--- config.mk ---
export PLATFORM = sky130hd
export DESIGN_NAME = matrix_4x4_mult_core_flat
export DESIGN_NICKNAME = d
export VERILOG_FILES = /design/src/rtl/matrix_4x4_mult_core_pkg.sv /design/src/rtl/matrix_4x4_mult_core_if.sv /design/src/rtl/matrix_4x4_mult_core_fxp_dot4.sv /design/src/rtl/matrix_4x4_mult_core.sv /design/src/flat_wrapper.sv
export SDC_FILE = /design/constraint.sdc
export NUM_CORES = 2
export LEC_CHECK = 0
export CAP_MARGIN = 20
export CELL_PAD_IN_SITES_DETAIL_PLACEMENT = 0
export CELL_PAD_IN_SITES_GLOBAL_PLACEMENT = 2
export CORE_AREA = 10 10 344 346
export CTS_BUF_LIST = sky130_fd_sc_hd__clkbuf_4 sky130_fd_sc_hd__clkbuf_8 sky130_fd_sc_hd__clkbuf_16
export DETAILED_ROUTE_END_ITERATION = 7
export DIE_AREA = 0 0 354 356
export PLACE_DENSITY_LB_ADDON = 0.08
export SYNTH_ARGS = -nofsm -noshare
export SYNTH_HDL_FRONTEND = slang
export SYNTH_SLANG_ARGS = --single-unit
--- constraint.sdc ---
create_clock -name clk -period 32.2 [get_ports clk]
set_clock_uncertainty 0.05 [all_clocks]
set_input_delay 6.44 -clock clk [delete_from_list [all_inputs] [get_ports clk]]
set_output_delay 6.44 -clock clk [all_outputs]
set_load 0.02 [all_outputs]
--- src/rtl/matrix_4x4_mult_core_pkg.sv ---
// Shared constants, FSM encoding and fixed-point saturation helper for the
// 4x4 matrix multiply core.
package matrix_pkg;

    localparam int W    = 12;
    localparam int FRAC = 10;
    localparam int N    = 4;

    typedef enum logic [1:0] {
        IDLE    = 2'd0,
        RELEASE = 2'd1,
        COMPUTE = 2'd2,
        STREAM  = 2'd3
    } state_e;

    // Clamp a wide signed value into the W-bit two's complement range.
    function automatic logic [W-1:0] fxp_sat(input logic signed [2*W+1:0] x);
        logic [W-1:0] r;
        if ((&x[2*W+1:W-1]) || (~|x[2*W+1:W-1])) begin
            r = x[W-1:0];
        end else if (x[2*W+1]) begin
            r = {1'b1, {(W-1){1'b0}}};
        end else begin
            r = {1'b0, {(W-1){1'b1}}};
        end
        return r;
    endfunction

endpackage

--- src/rtl/matrix_4x4_mult_core_if.sv ---
// Operand-capture and result-stream signals of the matrix multiply core.
// aCk[r] = A[r][k-1], bCk[r] = B[r][k-1].
interface matrix_4x4_mult_core_if;
    import matrix_pkg::*;

    logic               valid_in;
    logic               ready_out;
    logic [N-1:0][W-1:0] aC1;
    logic [N-1:0][W-1:0] aC2;
    logic [N-1:0][W-1:0] aC3;
    logic [N-1:0][W-1:0] aC4;
    logic [N-1:0][W-1:0] bC1;
    logic [N-1:0][W-1:0] bC2;
    logic [N-1:0][W-1:0] bC3;
    logic [N-1:0][W-1:0] bC4;
    logic [W-1:0]        c_out;
    logic                valid_out;
    logic                ready_in;
    logic                last_out;

    modport slave (
        input  valid_in, aC1, aC2, aC3, aC4, bC1, bC2, bC3, bC4, ready_in,
        output ready_out, c_out, valid_out, last_out
    );

    modport master (
        output valid_in, aC1, aC2, aC3, aC4, bC1, bC2, bC3, bC4, ready_in,
        input  ready_out, c_out, valid_out, last_out
    );

endinterface

--- src/rtl/matrix_4x4_mult_core_fxp_dot4.sv ---
// Combinational 4-term fixed-point dot product: full-precision sum,
// floor shift by FRAC, then saturation to W bits.
module fxp_dot4
    import matrix_pkg::*;
(
    input  logic [N-1:0][W-1:0] a_vec,
    input  logic [N-1:0][W-1:0] b_vec,
    output logic [W-1:0]        dot
);

    logic signed [2*W-1:0] prod_s [N];
    logic signed [2*W+1:0] sum_s;
    logic signed [2*W+1:0] shift_s;

    // Operands are sign-extended to 2W so the product is exact in 2W bits.
    always_comb begin
        sum_s = {(2*W+2){1'b0}};
        for (int k = 0; k < N; k++) begin
            prod_s[k] = $signed({{W{a_vec[k][W-1]}}, a_vec[k]})
                      * $signed({{W{b_vec[k][W-1]}}, b_vec[k]});
            sum_s = sum_s + {{2{prod_s[k][2*W-1]}}, prod_s[k]};
        end
    end

    assign shift_s = sum_s >>> FRAC;
    assign dot     = fxp_sat(shift_s);

endmodule

--- src/rtl/matrix_4x4_mult_core.sv ---
// Captures A and B in one handshake, computes C = A x B one element per
// cycle and streams C out column-major (idx = 4*j + i -> C[i][j]).
module matrix_4x4_mult_core
    import matrix_pkg::*;
(
    input  logic                   clk,
    input  logic                   rst_n,
    matrix_4x4_mult_core_if.slave  bus
);

    state_e              state_r;
    state_e              state_s;
    logic [3:0]          idx_r;
    logic [3:0]          idx_s;
    logic                ready_r;
    logic                ready_s;
    logic                valid_r;
    logic                valid_s;
    logic                last_r;
    logic                last_s;
    logic [W-1:0]        c_r;
    logic [W-1:0]        c_s;
    logic                capture_s;
    logic [W-1:0]        a_r [N][N];
    logic [W-1:0]        b_r [N][N];
    logic [W-1:0]        res_r [16];
    logic [N-1:0][W-1:0] a_vec_s;
    logic [N-1:0][W-1:0] b_vec_s;
    logic [W-1:0]        dot_s;

    assign bus.ready_out = ready_r;
    assign bus.valid_out = valid_r;
    assign bus.last_out  = last_r;
    assign bus.c_out     = c_r;

    // Row i of A and column j of B for the element selected by idx.
    always_comb begin
        for (int k = 0; k < N; k++) begin
            a_vec_s[k] = a_r[idx_r[1:0]][k];
            b_vec_s[k] = b_r[k][idx_r[3:2]];
        end
    end

    fxp_dot4 u_dot (
        .a_vec (a_vec_s),
        .b_vec (b_vec_s),
        .dot   (dot_s)
    );

    // Next-state and next-output decode; outputs are registered from these.
    always_comb begin
        state_s   = state_r;
        idx_s     = idx_r;
        ready_s   = ready_r;
        valid_s   = valid_r;
        last_s    = last_r;
        c_s       = c_r;
        capture_s = 1'b0;
        case (state_r)
            IDLE: begin
                ready_s = 1'b1;
                if (bus.valid_in && ready_r) begin
                    capture_s = 1'b1;
                    state_s   = RELEASE;
                end else begin
                    state_s   = IDLE;
                end
            end
            RELEASE: begin
                // Upstream may hold valid for several cycles; wait for it to drop.
                if (!bus.valid_in) begin
                    state_s = COMPUTE;
                    idx_s   = 4'd0;
                    ready_s = 1'b0;
                end else begin
                    ready_s = 1'b1;
                end
            end
            COMPUTE: begin
                ready_s = 1'b0;
                if (idx_r == 4'd15) begin
                    state_s = STREAM;
                    idx_s   = 4'd0;
                    valid_s = 1'b1;
                    last_s  = 1'b0;
                    c_s     = res_r[0];
                end else begin
                    idx_s   = idx_r + 4'd1;
                end
            end
            STREAM: begin
                if (valid_r && bus.ready_in) begin
                    if (idx_r == 4'd15) begin
                        state_s = IDLE;
                        idx_s   = 4'd0;
                        valid_s = 1'b0;
                        last_s  = 1'b0;
                        ready_s = 1'b1;
                    end else begin
                        idx_s   = idx_r + 4'd1;
                        c_s     = res_r[idx_r + 4'd1];
                        last_s  = (idx_r == 4'd14);
                    end
                end else begin
                    idx_s = idx_r;
                end
            end
            default: begin
                state_s = IDLE;
                idx_s   = 4'd0;
                ready_s = 1'b0;
                valid_s = 1'b0;
                last_s  = 1'b0;
                c_s     = {W{1'b0}};
            end
        endcase
    end

    // Control state and registered outputs.
    always_ff @(posedge clk or negedge rst_n) begin
        if (!rst_n) begin
            state_r <= IDLE;
            idx_r   <= 4'd0;
            ready_r <= 1'b0;
            valid_r <= 1'b0;
            last_r  <= 1'b0;
            c_r     <= {W{1'b0}};
        end else begin
            state_r <= state_s;
            idx_r   <= idx_s;
            ready_r <= ready_s;
            valid_r <= valid_s;
            last_r  <= last_s;
            c_r     <= c_s;
        end
    end

    // Operand capture and per-element result storage.
    always_ff @(posedge clk or negedge rst_n) begin
        if (!rst_n) begin
            for (int r = 0; r < N; r++) begin
                for (int k = 0; k < N; k++) begin
                    a_r[r][k] <= {W{1'b0}};
                    b_r[r][k] <= {W{1'b0}};
                end
            end
            for (int e = 0; e < 16; e++) begin
                res_r[e] <= {W{1'b0}};
            end
        end else begin
            if (capture_s) begin
                for (int r = 0; r < N; r++) begin
                    a_r[r][0] <= bus.aC1[r];
                    a_r[r][1] <= bus.aC2[r];
                    a_r[r][2] <= bus.aC3[r];
                    a_r[r][3] <= bus.aC4[r];
                    b_r[r][0] <= bus.bC1[r];
                    b_r[r][1] <= bus.bC2[r];
                    b_r[r][2] <= bus.bC3[r];
                    b_r[r][3] <= bus.bC4[r];
                end
            end
            if (state_r == COMPUTE) begin
                res_r[idx_r] <= dot_s;
            end
        end
    end

endmodule

--- src/flat_wrapper.sv ---
// flat-port wrapper written by rule: the top's interface ports become plain ports
module matrix_4x4_mult_core_flat import matrix_pkg::*;
  (clk, rst_n, bus_valid_in, bus_aC1, bus_aC2, bus_aC3, bus_aC4, bus_bC1, bus_bC2, bus_bC3, bus_bC4, bus_ready_in, bus_ready_out, bus_c_out, bus_valid_out, bus_last_out);
  matrix_4x4_mult_core_if bus_i ();
  input  logic clk;
  input  logic rst_n;
  input wire logic [$bits(bus_i.valid_in)-1:0] bus_valid_in;
  input wire logic [$bits(bus_i.aC1)-1:0] bus_aC1;
  input wire logic [$bits(bus_i.aC2)-1:0] bus_aC2;
  input wire logic [$bits(bus_i.aC3)-1:0] bus_aC3;
  input wire logic [$bits(bus_i.aC4)-1:0] bus_aC4;
  input wire logic [$bits(bus_i.bC1)-1:0] bus_bC1;
  input wire logic [$bits(bus_i.bC2)-1:0] bus_bC2;
  input wire logic [$bits(bus_i.bC3)-1:0] bus_bC3;
  input wire logic [$bits(bus_i.bC4)-1:0] bus_bC4;
  input wire logic [$bits(bus_i.ready_in)-1:0] bus_ready_in;
  output wire logic [$bits(bus_i.ready_out)-1:0] bus_ready_out;
  output wire logic [$bits(bus_i.c_out)-1:0] bus_c_out;
  output wire logic [$bits(bus_i.valid_out)-1:0] bus_valid_out;
  output wire logic [$bits(bus_i.last_out)-1:0] bus_last_out;
  assign bus_i.valid_in = bus_valid_in;
  assign bus_i.aC1 = bus_aC1;
  assign bus_i.aC2 = bus_aC2;
  assign bus_i.aC3 = bus_aC3;
  assign bus_i.aC4 = bus_aC4;
  assign bus_i.bC1 = bus_bC1;
  assign bus_i.bC2 = bus_bC2;
  assign bus_i.bC3 = bus_bC3;
  assign bus_i.bC4 = bus_bC4;
  assign bus_i.ready_in = bus_ready_in;
  assign bus_ready_out = bus_i.ready_out;
  assign bus_c_out = bus_i.c_out;
  assign bus_valid_out = bus_i.valid_out;
  assign bus_last_out = bus_i.last_out;
  matrix_4x4_mult_core u_core (.clk(clk), .rst_n(rst_n), .bus(bus_i));
endmodule
==> results.py <==
metrics = {
    "cts": {
        "clock-sinks": 597,
        "insertion_delay_ns": 0.69,
        "clk_pin_slew_ns": 0.06,
        "cts_hold_buf": 0,
        "htreeDepth": 3,
        "root_buffer": "clkbuf_16",
        "post_cts_buffers": 0,
        "cts_buffers": 72,
        "cts.path.max_buffers": 3,
        "cts_tree": "yes",
        "cts_resized": 0,
    },
    "placement": {
        "gp_congestion": 0.855,
        "hpwlAfterDp_um": 113000,
        "portBuffers": 402,
    },
    "grt": {
        "grt-ovfl-total": 0,
        "grt_pass1_wl_um": 218000,
        "grt_pass1_vias": 34300,
        "grt_antenna_before_repair": 8,
        "grt.total_usage": 0.230,
        "grt_max_degree": 100,
    },
    "synth": {
        "ys_warn_count": 0,
        "syn_area_per_cell_um2": 11.6,
        "synthCells": 4194,
        "synth_nets": 5438,
        "ys_seq_elements": 597,
        "synth_flop_cell": "dfrtp_1",
        "synth_cell_types": 70,
        "netlist.area_leader.share": 0.307,
        "synth_area_um2": 48700,
        "ys_seq_area_frac": 0.307,
        "synth_edf_count": 0,
        "netlist_top_cells_area": "dfrtp_1 31%, fa_1 28%, mux2_2 8.9%",
        "async_reset_ff_frac": 1.00,
        "synth.largest_area_cell": "dfrtp_1",
    },
    "sta": {
        "setup_violations": 0,
        "drv_slew": 0,
        "hold_violations": 0,
        "rsz0062_at_grt": "no",
        "tns_ns": 0,
        "finalCriticalPeriod_ns": 12.35,
        "relSlewSlack": 0.169,
        "worst_pin_slew_ns": 1.24,
        "max_clock_freq_mhz": 81.0,
        "fin_crit_sh": 0.383,
    },
    "worst_setup_path": {
        "crit_slowest_cell": "buf_4",
        "critPathMaxStageDelay_ns": 0.66,
        "crit_arrival_ns": 12.79,
        "rr_endpoint": "u_core.res_r[148]",
        "rr_worst_depth": 38,
        "r2r_setup_slack_ns": 19.85,
        "critPathLaunchType": "register",
        "critical_path.max_fanout": 43,
        "critical_path_class": "register to register",
        "required_ns": 32.65,
        "critPathCaptureType": "register",
        "rr_startpoint": "u_core.idx_r[3]",
        "crit_top_cell": "fa_1",
    },
    "worst_hold_path": {
        "hold_start": "u_core.res_r[117]",
        "hp-class": "register to register",
        "whs_endpoint": "u_core.res_r[117]",
        "hold-path-cell-count": 2,
    },
    "die": {
        "row_count": 123,
        "core-area_um2": 112000,
        "die_h_um": 356,
        "dieWidth_um": 354,
        "dieArea_um2": 126000,
        "ios": 403,
        "floorplan.initialDensity": 0.436,
    },
    "drt": {
        "wl_per_cell_um": 23.4,
        "via_per_inst": 5.12,
        "drtPass1Iterations": 5,
        "vias": 30900,
        "drc": 0,
        "postRouteAntennaNets": 0,
        "drt_wl_total_um": 141000,
        "drtIter0Drc": 1543,
    },
    "layout": {
        "drive_gt1_frac": 0.165,
        "nFillCells": 10100,
        "nets": 5711,
        "multi_input_area_um2": 30300,
        "most-common-layout-cells": "672 x inv_1, 672 x fa_1, 593 x dfrtp_1",
        "area_delta_synth_final_pct": 15.8,
        "register_area_um2": 15000,
    },
    "job": {
        "cap_violations": 0,
    },
    "run_status": {
        "status": "finished, final reports clean",
    },
}
## state kept, by name (all words and copies together) (netlist names)
signal and flops:
u_core.a_r 192, u_core.bus.valid_out 1, u_core.idx_r 4, u_core.b_r 192
u_core.res_r 192, u_core.bus.ready_out 1, u_core.state_r 2, u_core.bus.last_out 1
u_core.bus.c_out 12
## metal layers
metal,GRT usage,routed length [um]
met1,0.295,60000
met2,0.395,70700
met3,0.0436,6630
met4,0.0640,3830
met5,0,44
## final cells by class
cell class                      instances  share of cell area
Antenna cell                            4            0.000177
Clock buffer                          102              0.0378
Clock inverter                         26             0.00541
Inverter                              672              0.0447
Multi-Input combinational cell       2693               0.538
Sequential cell                       597               0.265
Tap cell                             1500              0.0333
Timing Repair Buffer                  431              0.0756
## worst max-delay path, delay by kind of cell, from the launching register on
| family | cells | cell delay, ns |
|---|---|---|
| flip-flops | 1 | 0.63 |
| XOR/XNOR | 1 | 0.43 |
| buffers and inverters | 5 | 0.87 |
| AND/OR/NAND/NOR | 5 | 0.90 |
| adder cells (fa/ha/maj) | 12 | 5.08 |
| AO/OA/AOI/OAI | 13 | 3.49 |
| multiplexers | 2 | 0.73 |
## synthesized netlist by cell type (41+ instances only)
| master | instances |
|---|---|
| inv_1 | 672 |
| o21ai_1 | 102 |
| mux4_2 | 155 |
| dfrtp_1 | 597 |
| clkbuf_1 | 194 |
| fa_1 | 672 |
| ha_1 | 184 |
| and2_1 | 182 |
| mux2_2 | 386 |
| nand2_1 | 585 |
| o21ai_0 | 127 |
| xnor2_1 | 41 |
## worst max-delay path by stage
stage,from,to,cells after the start
floorplan,u_core.idx_r[0],u_core.res_r[161],43
global placement,u_core.idx_r[3],u_core.res_r[123],37
detailed placement,u_core.idx_r[3],u_core.res_r[124],38
CTS,u_core.idx_r[3],u_core.res_r[124],38
global route,u_core.idx_r[3],u_core.res_r[184],38
finish,u_core.idx_r[3],u_core.res_r[148],38
## cell families (layout without fill, tap and decap cells)
logic type,after synthesis,after routing,share of synthesized area
buffers and inverters,904,1231,0.0709
XOR/XNOR,54,54,0.0100
adder cells (fa/ha/maj),856,856,0.324
flip-flops,597,597,0.307
AND/OR/NAND/NOR,909,909,0.0862
multiplexers,555,555,0.164
other,0,4,0
AO/OA/AOI/OAI,319,319,0.0385
## through the flow
| stage | hold slack, ns | area (um^2) | util | cells | worst slack, ns |
|---|---|---|---|---|---|
| final | 0.424 | 56400 | 0.506 | 6025 | 19.85 |
| after global routing | 0.441 | 56400 | 0.505 | 6024 | 18.85 |
| after CTS | 0.429 | 56400 | 0.505 | 6019 | 19.72 |
| after detailed placement | 0.416 | 53900 | 0.483 | 5891 | 19.71 |
| after global placement | 0.406 | 53900 | 0.483 | 5890 | 19.54 |
| after floorplan | 0.395 | 48700 | - | 4194 | 20.43 |
Power is not shown: default switching activity piles up to over one toggle a cycle in this logic, so the estimate is an artifact.
